File: src/rtl/detect_burst_monitor.sv
`default_nettype none
// ============================================================================
// Module   : detect_burst_monitor
// Function : Statistics stage behind the three-ones detector. Counts detect
//            events (saturating), measures the gap between successive events
//            and raises a sticky alarm when enough events land inside one
//            observation window.
// Revision : 1.0 - initial release
// ============================================================================
module detect_burst_monitor #(
  parameter int CNT_W = 8,
  parameter int WIN_W = 8
) (
  input  logic             clk,
  input  logic             reset,
  input  logic             detect,
  input  logic             clear,
  input  logic [CNT_W-1:0] threshold,
  input  logic [WIN_W-1:0] window,
  output logic [CNT_W-1:0] event_count,
  output logic [WIN_W-1:0] last_gap,
  output logic             gap_valid,
  output logic             burst_alarm,
  output logic             busy
);

  typedef enum logic [1:0] {
    S_IDLE   = 2'd0,
    S_WINDOW = 2'd1,
    S_ALARM  = 2'd2
  } state_t;

  localparam logic [CNT_W-1:0] c_CNT_MAX     = '1;
  localparam logic [WIN_W-1:0] c_WIN_MAX     = '1;
  localparam logic [CNT_W-1:0] c_CNT_ONE     = CNT_W'(1);
  localparam logic [CNT_W:0]   c_CNT_ONE_EXT = (CNT_W+1)'(1);
  localparam logic [WIN_W:0]   c_WIN_ONE_EXT = (WIN_W+1)'(1);

  state_t             r_state;
  logic               r_seen;
  logic [WIN_W-1:0]   r_gap_cnt;
  logic [CNT_W-1:0]   r_burst_cnt;
  logic [WIN_W-1:0]   r_elapsed;

  logic [CNT_W:0]     w_thr_eff;
  logic               w_thr_is_one;
  logic [CNT_W:0]     w_burst_inc;
  logic [CNT_W-1:0]   w_burst_sat;
  logic [WIN_W:0]     w_elapsed_inc;
  logic               w_expired;
  logic               w_win_live;
  logic [CNT_W:0]     w_count_inc;
  logic [CNT_W-1:0]   w_count_sat;
  logic [WIN_W:0]     w_gap_inc;
  logic [WIN_W-1:0]   w_gap_sat;

  // Arithmetic is one bit wider than the stored value so carries become
  // saturation and comparisons never wrap.
  always_comb begin
    w_thr_eff     = (threshold == '0) ? c_CNT_ONE_EXT : {1'b0, threshold};
    w_thr_is_one  = (w_thr_eff == c_CNT_ONE_EXT);
    w_burst_inc   = {1'b0, r_burst_cnt} + c_CNT_ONE_EXT;
    w_burst_sat   = w_burst_inc[CNT_W] ? c_CNT_MAX : w_burst_inc[CNT_W-1:0];
    w_elapsed_inc = {1'b0, r_elapsed} + c_WIN_ONE_EXT;
    w_expired     = (w_elapsed_inc > {1'b0, window});
    w_win_live    = (r_state == S_WINDOW) && !w_expired;
    w_count_inc   = {1'b0, event_count} + c_CNT_ONE_EXT;
    w_count_sat   = w_count_inc[CNT_W] ? c_CNT_MAX : w_count_inc[CNT_W-1:0];
    w_gap_inc     = {1'b0, r_gap_cnt} + c_WIN_ONE_EXT;
    w_gap_sat     = w_gap_inc[WIN_W] ? c_WIN_MAX : w_gap_inc[WIN_W-1:0];
  end

  // Saturating event counter; runs in every FSM state.
  always_ff @(posedge clk or negedge reset) begin
    if (!reset) begin
      event_count <= '0;
    end else if (clear) begin
      event_count <= '0;
    end else if (detect) begin
      event_count <= w_count_sat;
    end
  end

  // Inter-event gap timer; the first event only arms it.
  always_ff @(posedge clk or negedge reset) begin
    if (!reset) begin
      r_seen    <= 1'b0;
      r_gap_cnt <= '0;
      last_gap  <= '0;
      gap_valid <= 1'b0;
    end else if (clear) begin
      r_seen    <= 1'b0;
      r_gap_cnt <= '0;
      last_gap  <= '0;
      gap_valid <= 1'b0;
    end else begin
      gap_valid <= 1'b0;
      if (detect) begin
        r_seen    <= 1'b1;
        r_gap_cnt <= '0;
        if (r_seen) begin
          last_gap  <= w_gap_sat;
          gap_valid <= 1'b1;
        end
      end else if (r_seen) begin
        r_gap_cnt <= w_gap_sat;
      end
    end
  end

  // Burst FSM with registered busy/alarm; an expired window is treated like
  // IDLE so an event in that cycle immediately opens a fresh window.
  always_ff @(posedge clk or negedge reset) begin
    if (!reset) begin
      r_state     <= S_IDLE;
      r_burst_cnt <= '0;
      r_elapsed   <= '0;
      busy        <= 1'b0;
      burst_alarm <= 1'b0;
    end else if (clear) begin
      r_state     <= S_IDLE;
      r_burst_cnt <= '0;
      r_elapsed   <= '0;
      busy        <= 1'b0;
      burst_alarm <= 1'b0;
    end else begin
      case (r_state)
        S_ALARM: begin
          busy        <= 1'b0;
          burst_alarm <= 1'b1;
        end
        S_IDLE, S_WINDOW: begin
          if (w_win_live) begin
            r_elapsed <= w_elapsed_inc[WIN_W-1:0];
            if (detect) begin
              if (w_burst_inc >= w_thr_eff) begin
                r_state     <= S_ALARM;
                busy        <= 1'b0;
                burst_alarm <= 1'b1;
              end else begin
                r_burst_cnt <= w_burst_sat;
              end
            end
          end else if (detect) begin
            r_burst_cnt <= c_CNT_ONE;
            r_elapsed   <= '0;
            if (w_thr_is_one) begin
              r_state     <= S_ALARM;
              busy        <= 1'b0;
              burst_alarm <= 1'b1;
            end else begin
              r_state     <= S_WINDOW;
              busy        <= 1'b1;
              burst_alarm <= 1'b0;
            end
          end else begin
            r_state     <= S_IDLE;
            busy        <= 1'b0;
            burst_alarm <= 1'b0;
          end
        end
        default: begin
          r_state     <= S_IDLE;
          busy        <= 1'b0;
          burst_alarm <= 1'b0;
        end
      endcase
    end
  end

endmodule
`default_nettype wire

File: config.mk
export PLATFORM = sky130hd
export DESIGN_NAME = detect_burst_monitor
export DESIGN_NICKNAME = d
export VERILOG_FILES = /design/src/rtl/detect_burst_monitor.sv
export SDC_FILE = /design/constraint.sdc
export NUM_CORES = 1
export LEC_CHECK = 0
export CORE_AREA = 2 2 73 75
export DETAILED_ROUTE_END_ITERATION = 7
export DIE_AREA = 0 0 75 77
export PLACE_DENSITY_LB_ADDON = 0.1
export SLEW_MARGIN = 20
export SYNTH_ARGS = -nofsm -noshare
export SYNTH_HDL_FRONTEND = slang
export SYNTH_SLANG_ARGS = --single-unit
File: constraint.sdc
create_clock -name clk -period 7.73 [get_ports clk]
set_input_delay 0.773 -clock clk [delete_from_list [all_inputs] [get_ports clk]]
set_output_delay 0.773 -clock clk [all_outputs]
set_load 0.02 [all_outputs]
==> metrics.md, run 1 <==
| Metric | Value |
|---|---|
| Outcome | `completed` |
| Rows | `26` |
| Leak | `1.54 nW` |
| Sw Share | `27.8%` |
| Max incr delay on CP | `0.68 ns` |
| Die Ht | `77 um` |
| Post-Syn Area | `2820 um2` |
| Clk root buf | `clkbuf_8` |
| Finished Cell Area | `3310 um2` |
| Synthesis-to-layout area growth | `17.7%` |
| Total Wirelength | `5.62 mm` |
| Fin crit share | `48.7%` |
| Netlist cell types | `47` |
| CP max FO | `10` |
| Commonest cells after routing, fill and taps aside | `dfrtp_1 (46), clkdlybuf4s50_1 (37), inv_1 (28)` |
| Detailed placer's ending HPWL | `4.15 mm` |
| Worst Hold Class | `input port to asynchronous set/reset pin` |
| F_max | `0.266 GHz` |
| CTS H-tree lvls | `2` |
| Worst Clk Skew | `0.00790 ns` |
| RSZ-0062 raised after global routing | `no` |
| Post-CTS Hold Fix Bufs | `0` |
| Net Sw Power | `0.000133 W` |
| Worst setup SP type | `flip-flop` |
| Initial antenna violation count | `0` |
| Worst path most repeated cell | `nand3_1` |
| Buffers plus inverters on the worst setup path | `0` |
| Crit path DAT | `3.98 ns` |
| Hold Vio Cnt, Final | `0` |
| Die area | `5780 um2` |
| Top_reg_cell synth | `dfrtp_1` |
| Post-CTS sizing | `0` |
| Initial core utilization | `56.6%` |
| Remaining antenna violation count after routing | `0` |
| Final Setup Violations | `0` |
| Core Util, Final | `66.6%` |
| Antenna Cells | `0` |
| Ys async rst share | `100%` |
| # nets final | `373` |
| Via density | `5.66` |
| Max-slew violation count | `0` |
| Maximum buffer depth of the clock tree | `2` |
| Worst skew pair latency | `0.30 ns` |
| First-pass GRT wire length | `9.76 mm` |
| CP required | `7.94 ns` |
| Post-Synthesis Cells | `299` |
| Seq pwr share | `54.2%` |
| Setup bufs post-CTS | `0` |
| Sink Count | `46` |
| Clock transition at the registers of the reported paths | `0.09 ns` |
| Min Hold Slack | `0.459 ns` |
| Most common cell after layout, fill and taps aside | `dfrtp_1` |
| CTS buffer count | `5` |
| Least-Margin Pin Slew | `0.848 ns` |
| Clock tree from TritonCTS | `built` |
| Setup CP Type | `flip-flop to flip-flop` |
| Yosys warns | `0` |
| P_int | `0.000344 W` |
| Max transition margin | `43.0%` |
| Worst Setup End Kind | `flip-flop` |
| Fill cells | `421` |
| Fin crit period | `3.77 ns` |
| Num ports | `39` |
| Maximum Capacitance Violations | `0` |
| Core area | `4980 um2` |
| GRT Util Overall | `21.4%` |
| Pwr dens | `144 nW/um2` |
| Share of layout cells above drive strength 1 | `6.89%` |
| Seq/Total Area, Yosys | `40.9%` |
| EDFF count, synth | `0` |
| Routed wire per std cell | `13.9 um` |
| Number of global-route vias before repair | `2,225` |
| Crit-path cells | `ha_1 -> nand3_1 -> o31a_1 -> or2_2 -> ha_1 -> nand3_1 -> nor3_1 -> o221ai_1 -> nor4_2 -> nand3_1 -> o2bb2ai_1` |
| Post-route setup TNS | `0 ns` |
| Slowest cell on the critical path | `nor4_2` |
| PnR Total Power | `0.000477 W` |
| # DRC | `0` |
| Worst VDD drop | `0.124 mV` |
| Syn Area/Cell | `9.42 um2` |
| #FFs+latches synth | `46` |
| Largest net degree at the start of global routing | `47` |
| DR pass1 iterations | `4` |
| Final RePlAce weighted congestion | `0.817` |
| Grt total ovfl | `0` |
| DRT iter0 DRCs | `129` |
| Logic pwr share | `15.3%` |
| Placed cell area | `3220 um2` |
| Die W | `75 um` |
| Vias | `2,287` |
| Clock share of power | `30.6%` |
| Critical path's top delay family | `simple AND/OR/NAND/NOR gates` |
| IO Port Bufs | `38` |
| Syn_nets | `339` |
## stage by stage
stage               setup WS, ns  std cells
floorplan                   4.75        299
global placement            4.07        396
detailed placement          3.96        396
CTS                         3.96        404
global route                3.64        404
finish                      3.96        404
## synthesized netlist by cell type (all sizes together) (4+ instances only)
cell type | count | share of area (%)
dfrtp | 46 | 41
inv | 28 | 3.7
nor2 | 25 | 3.3
ha | 20 | 8.9
o21ai | 18 | 3.2
nand3 | 16 | 2.8
a21oi | 15 | 2.7
nand2 | 13 | 1.7
xnor2 | 10 | 3.1
and3 | 9 | 2.5
a22o | 8 | 2.5
or2 | 8 | 1.8
a311oi | 7 | 2.2
a31oi | 6 | 1.3
clkbuf | 6 | 0.80
nand4 | 6 | 1.3
buf | 5 | 1.2
mux2i | 5 | 1.8
o2bb2ai | 5 | 1.6
a211oi | 4 | 1.2
a21o | 4 | 1.1
and4 | 4 | 1.2
nor3 | 4 | 0.71
nor4 | 4 | 1.1
## per-layer routing
layer	wire length [um]	GRT usage, %	up-vias
li1	-	-	1157
met3	159	3.42	6
met5	0	0	-
met4	75	7.68	0
met1	2690	28.5	1087
met2	2690	34.7	37
## registers in the layout, indices dropped and copies added, names as in the netlist
register     flops
r_state          2
event_count      8
r_gap_cnt        8
r_burst_cnt      8
busy             1
last_gap         8
r_seen           1
burst_alarm      1
gap_valid        1
r_elapsed        8
## power groups by stage
stage                     registers (W)  logic [W]  clock network [W]
after floorplan                0.000262  0.0000423                  0
after global placement         0.000263  0.0000718                  0
after detailed placement       0.000263  0.0000737                  0
after CTS                      0.000258  0.0000741           0.000152
after global routing           0.000260  0.0000824           0.000161
final                          0.000258  0.0000729           0.000146
## worst paths after layout
kind / from / to / slack, ns / depth (start not counted)
setup / recovery: r_elapsed[0] / r_burst_cnt[1] / 3.96 / 11
hold reg to reg: busy / busy / 0.50 / 1
hold / removal: reset / event_count[3] / 0.46 / 1
max in group asynchronous: reset / last_gap[4] / 6.88 / 1
setup reg to reg: r_elapsed[0] / r_burst_cnt[1] / 3.96 / 11
min in group clk: busy / busy / 0.50 / 1
## final cells by class
class                   instances  area [um2]  area share [%]
clock inverters                 3        21.3           0.642
clock buffers                   5        68.8            2.08
repair buffers                 38         378            11.4
multi-input cells             214        1500            45.3
well taps                      70        87.6            2.64
inverters                      28         105            3.17
flip-flops and latches         46        1150            34.7
## cells by family (layout without fill, tap and decap cells)
group | Yosys count | count (layout) | synth area share, %
AND/OR/NAND/NOR | 98 | 98 | 18.7
XOR/XNOR | 12 | 12 | 3.73
multiplexers | 5 | 5 | 1.78
AO/OA/AOI/OAI | 79 | 79 | 20.3
buffers and inverters | 39 | 74 | 5.73
adder cells (fa/ha/maj) | 20 | 20 | 8.89
flip-flops | 46 | 46 | 40.9
No activity file was read; power rests on OpenSTA's default activity.
==> run 2, diff against run 1 <==
Settings changed: CORE_AREA 2 2 73 75 to 2 2 79 81, DIE_AREA 0 0 75 77 to 0 0 81 83.
Clock period 7.73 ns to 3.15 ns, I/O delays scaled along.
==> metrics.md, run 2 (synthesized netlist as in run 1, its figures left out) <==
| Metric | Value |
|---|---|
| Outcome | `completed` |
| CTS H-tree lvls | `2 (unchanged)` |
| Crit path DAT | `3.15 ns (-0.83 ns)` |
| Post-route setup TNS | `0 ns (unchanged)` |
| Grt total ovfl | `0 (unchanged)` |
| Worst skew pair latency | `0.29 ns (about the same)` |
| Least-Margin Pin Slew | `0.680 ns (-0.167 ns)` |
| CP max FO | `5 (-5)` |
| Sink Count | `46 (unchanged)` |
| Remaining antenna violation count after routing | `0 (unchanged)` |
| Die Ht | `83 um (+7.8%)` |
| Maximum buffer depth of the clock tree | `2 (unchanged)` |
| Worst Hold Class | `input port to asynchronous set/reset pin` |
| GRT Util Overall | `19.0% (-2.4 points)` |
| # nets final | `385 (+3.2%)` |
| Leak | `1.61 nW (+4.5%)` |
| Max incr delay on CP | `0.46 ns (-0.22 ns)` |
| CTS buffer count | `5 (unchanged)` |
| Placed cell area | `3320 um2 (+3.0%)` |
| Total Wirelength | `5.91 mm (+5.2%)` |
| Routed wire per std cell | `14.0 um (+0.99%)` |
| Initial antenna violation count | `0 (unchanged)` |
| DRT iter0 DRCs | `103 (-20%)` |
| Worst setup SP type | `flip-flop` |
| IO Port Bufs | `38 (unchanged)` |
| Post-CTS Hold Fix Bufs | `0 (unchanged)` |
| Final Setup Violations | `0 (unchanged)` |
| Worst VDD drop | `0.270 mV (+120%)` |
| Clk root buf | `clkbuf_8` |
| # DRC | `0 (unchanged)` |
| Via density | `5.58 (-1.4%)` |
| Multi-input gate area | `1520 um2 (+0.92%)` |
| Crit-path cells | `ha_1 -> nand3_1 -> o31a_1 -> or2_2 -> ha_1 -> nand3_1 -> nor3_2 -> o221ai_1 -> or4_1 -> o21ai_1 -> buf_4 -> o2bb2ai_1` |
| Max-slew violation count | `0 (unchanged)` |
| Vias | `2,351 (+2.8%)` |
| Commonest cells after routing, fill and taps aside | `dfrtp_1 (46), clkdlybuf4s50_1 (37), inv_1 (28)` |
| First-pass GRT wire length | `10.5 mm (+7.4%)` |
| Worst Clk Skew | `0.0116 ns (+0.00375 ns)` |
| Worst Setup End Kind | `flip-flop` |
| Clock tree from TritonCTS | `built` |
| Hold Vio Cnt, Final | `0 (unchanged)` |
| Most common cell after layout, fill and taps aside | `dfrtp_1` |
| Clock transition at the registers of the reported paths | `0.08 ns (about the same)` |
| Fin crit period | `2.94 ns (-0.825 ns)` |
| Max transition margin | `54.6% (+12 points)` |
| Critical path's top delay family | `simple AND/OR/NAND/NOR gates` |
| DR pass1 iterations | `4 (unchanged)` |
| Maximum Capacitance Violations | `0 (unchanged)` |
| Fill cells | `510 (+21%)` |
| Finished Cell Area | `3440 um2 (+3.9%)` |
| Synthesis-to-layout area growth | `22.4%` |
| Initial core utilization | `48.4% (-8.2 points)` |
| FF/Latch Area | `1150 um2 (unchanged)` |
| F_max | `0.340 GHz (+28%)` |
| Core area | `5820 um2 (+17%)` |
| Largest net degree at the start of global routing | `47 (unchanged)` |
| Pwr dens | `369 nW/um2 (+160%)` |
| Core Util, Final | `59.2% (-7.4 points)` |
| Num ports | `39 (unchanged)` |
| CP required | `3.36 ns (-4.58 ns)` |
| Buffers plus inverters on the worst setup path | `1 (+1)` |
| Die W | `81 um (+8.0%)` |
| Antenna Cells | `0 (unchanged)` |
| Die area | `6720 um2 (+16%)` |
| Final RePlAce weighted congestion | `0.825 (+0.97%)` |
| Slowest cell on the critical path | `or4_1` |
| RSZ-0062 raised after global routing | `no` |
| Number of global-route vias before repair | `2,286 (+2.7%)` |
| Share of layout cells above drive strength 1 | `10.1% (+3.2 points)` |
| Detailed placer's ending HPWL | `4.40 mm (+6.2%)` |
| PnR Total Power | `0.00127 W (+170%)` |
| Rows | `28 (+7.7%)` |
| Setup CP Type | `flip-flop to flip-flop` |
| Fin crit share | `93.4% (+45 points)` |
## run 2: cell count changes in the layout (fill, tap and decap cells not counted), sizes merged
cell / change
buf: +12
bufinv: +1
clkbuf: +1
clkinv: -2
## run 2: layout make-up
cell class	instances	share of cell area, %
tap	75	2.72
inverter	28	3.05
multi-input combinational	214	44.0
timing repair buffer	50	13.6
clock inverter	2	1.09
sequential	46	33.4
clock buffer	6	2.11
## run 2: final timing paths
kind	cells after the start	end	from	slack, ns
hold / removal	1	r_elapsed[5]	reset	0.006
max in group asynchronous	1	r_elapsed[7]	reset	2.71
hold reg to reg	1	last_gap[5]	last_gap[5]	0.51
setup / recovery	12	r_burst_cnt[2]	r_elapsed[0]	0.21
setup reg to reg	12	r_burst_cnt[2]	r_elapsed[0]	0.21
min in group clk	1	last_gap[5]	last_gap[5]	0.51
## run 2: per-layer routing
metal  part of all wire, %  track usage [%]  vias up
met4                  0.96             4.62        0
met2                    46             28.9       59
met3                   4.8             4.24        6
met1                    48             27.6     1106
met5                     0                0        -
li1                      -                -     1180
## run 2: power breakdown
group / total (W) / internal [W] / switching [W]
sequential: 0.000631 / 0.000609 / 0.0000225
combinational: 0.000204 / 0.0000945 / 0.000109
clock: 0.000437 / 0.000237 / 0.000200
total: 0.00127 / 0.000940 / 0.000332
## run 2: through the flow
step	setup WS [ns]	std cells	hold slack (ns)
floorplan	0.173	299	0.0194
global placement	0.0132	413	0.475
detailed placement	-0.0112	413	0.473
CTS	0.106	421	0.235
global route	0.0129	421	0.0636
finish	0.209	421	0.00578
## run 2: what timing repair did
action	CTS	global route
resized for setup	0	2
buffers inserted	0	0
setup endpoints to repair	0	18
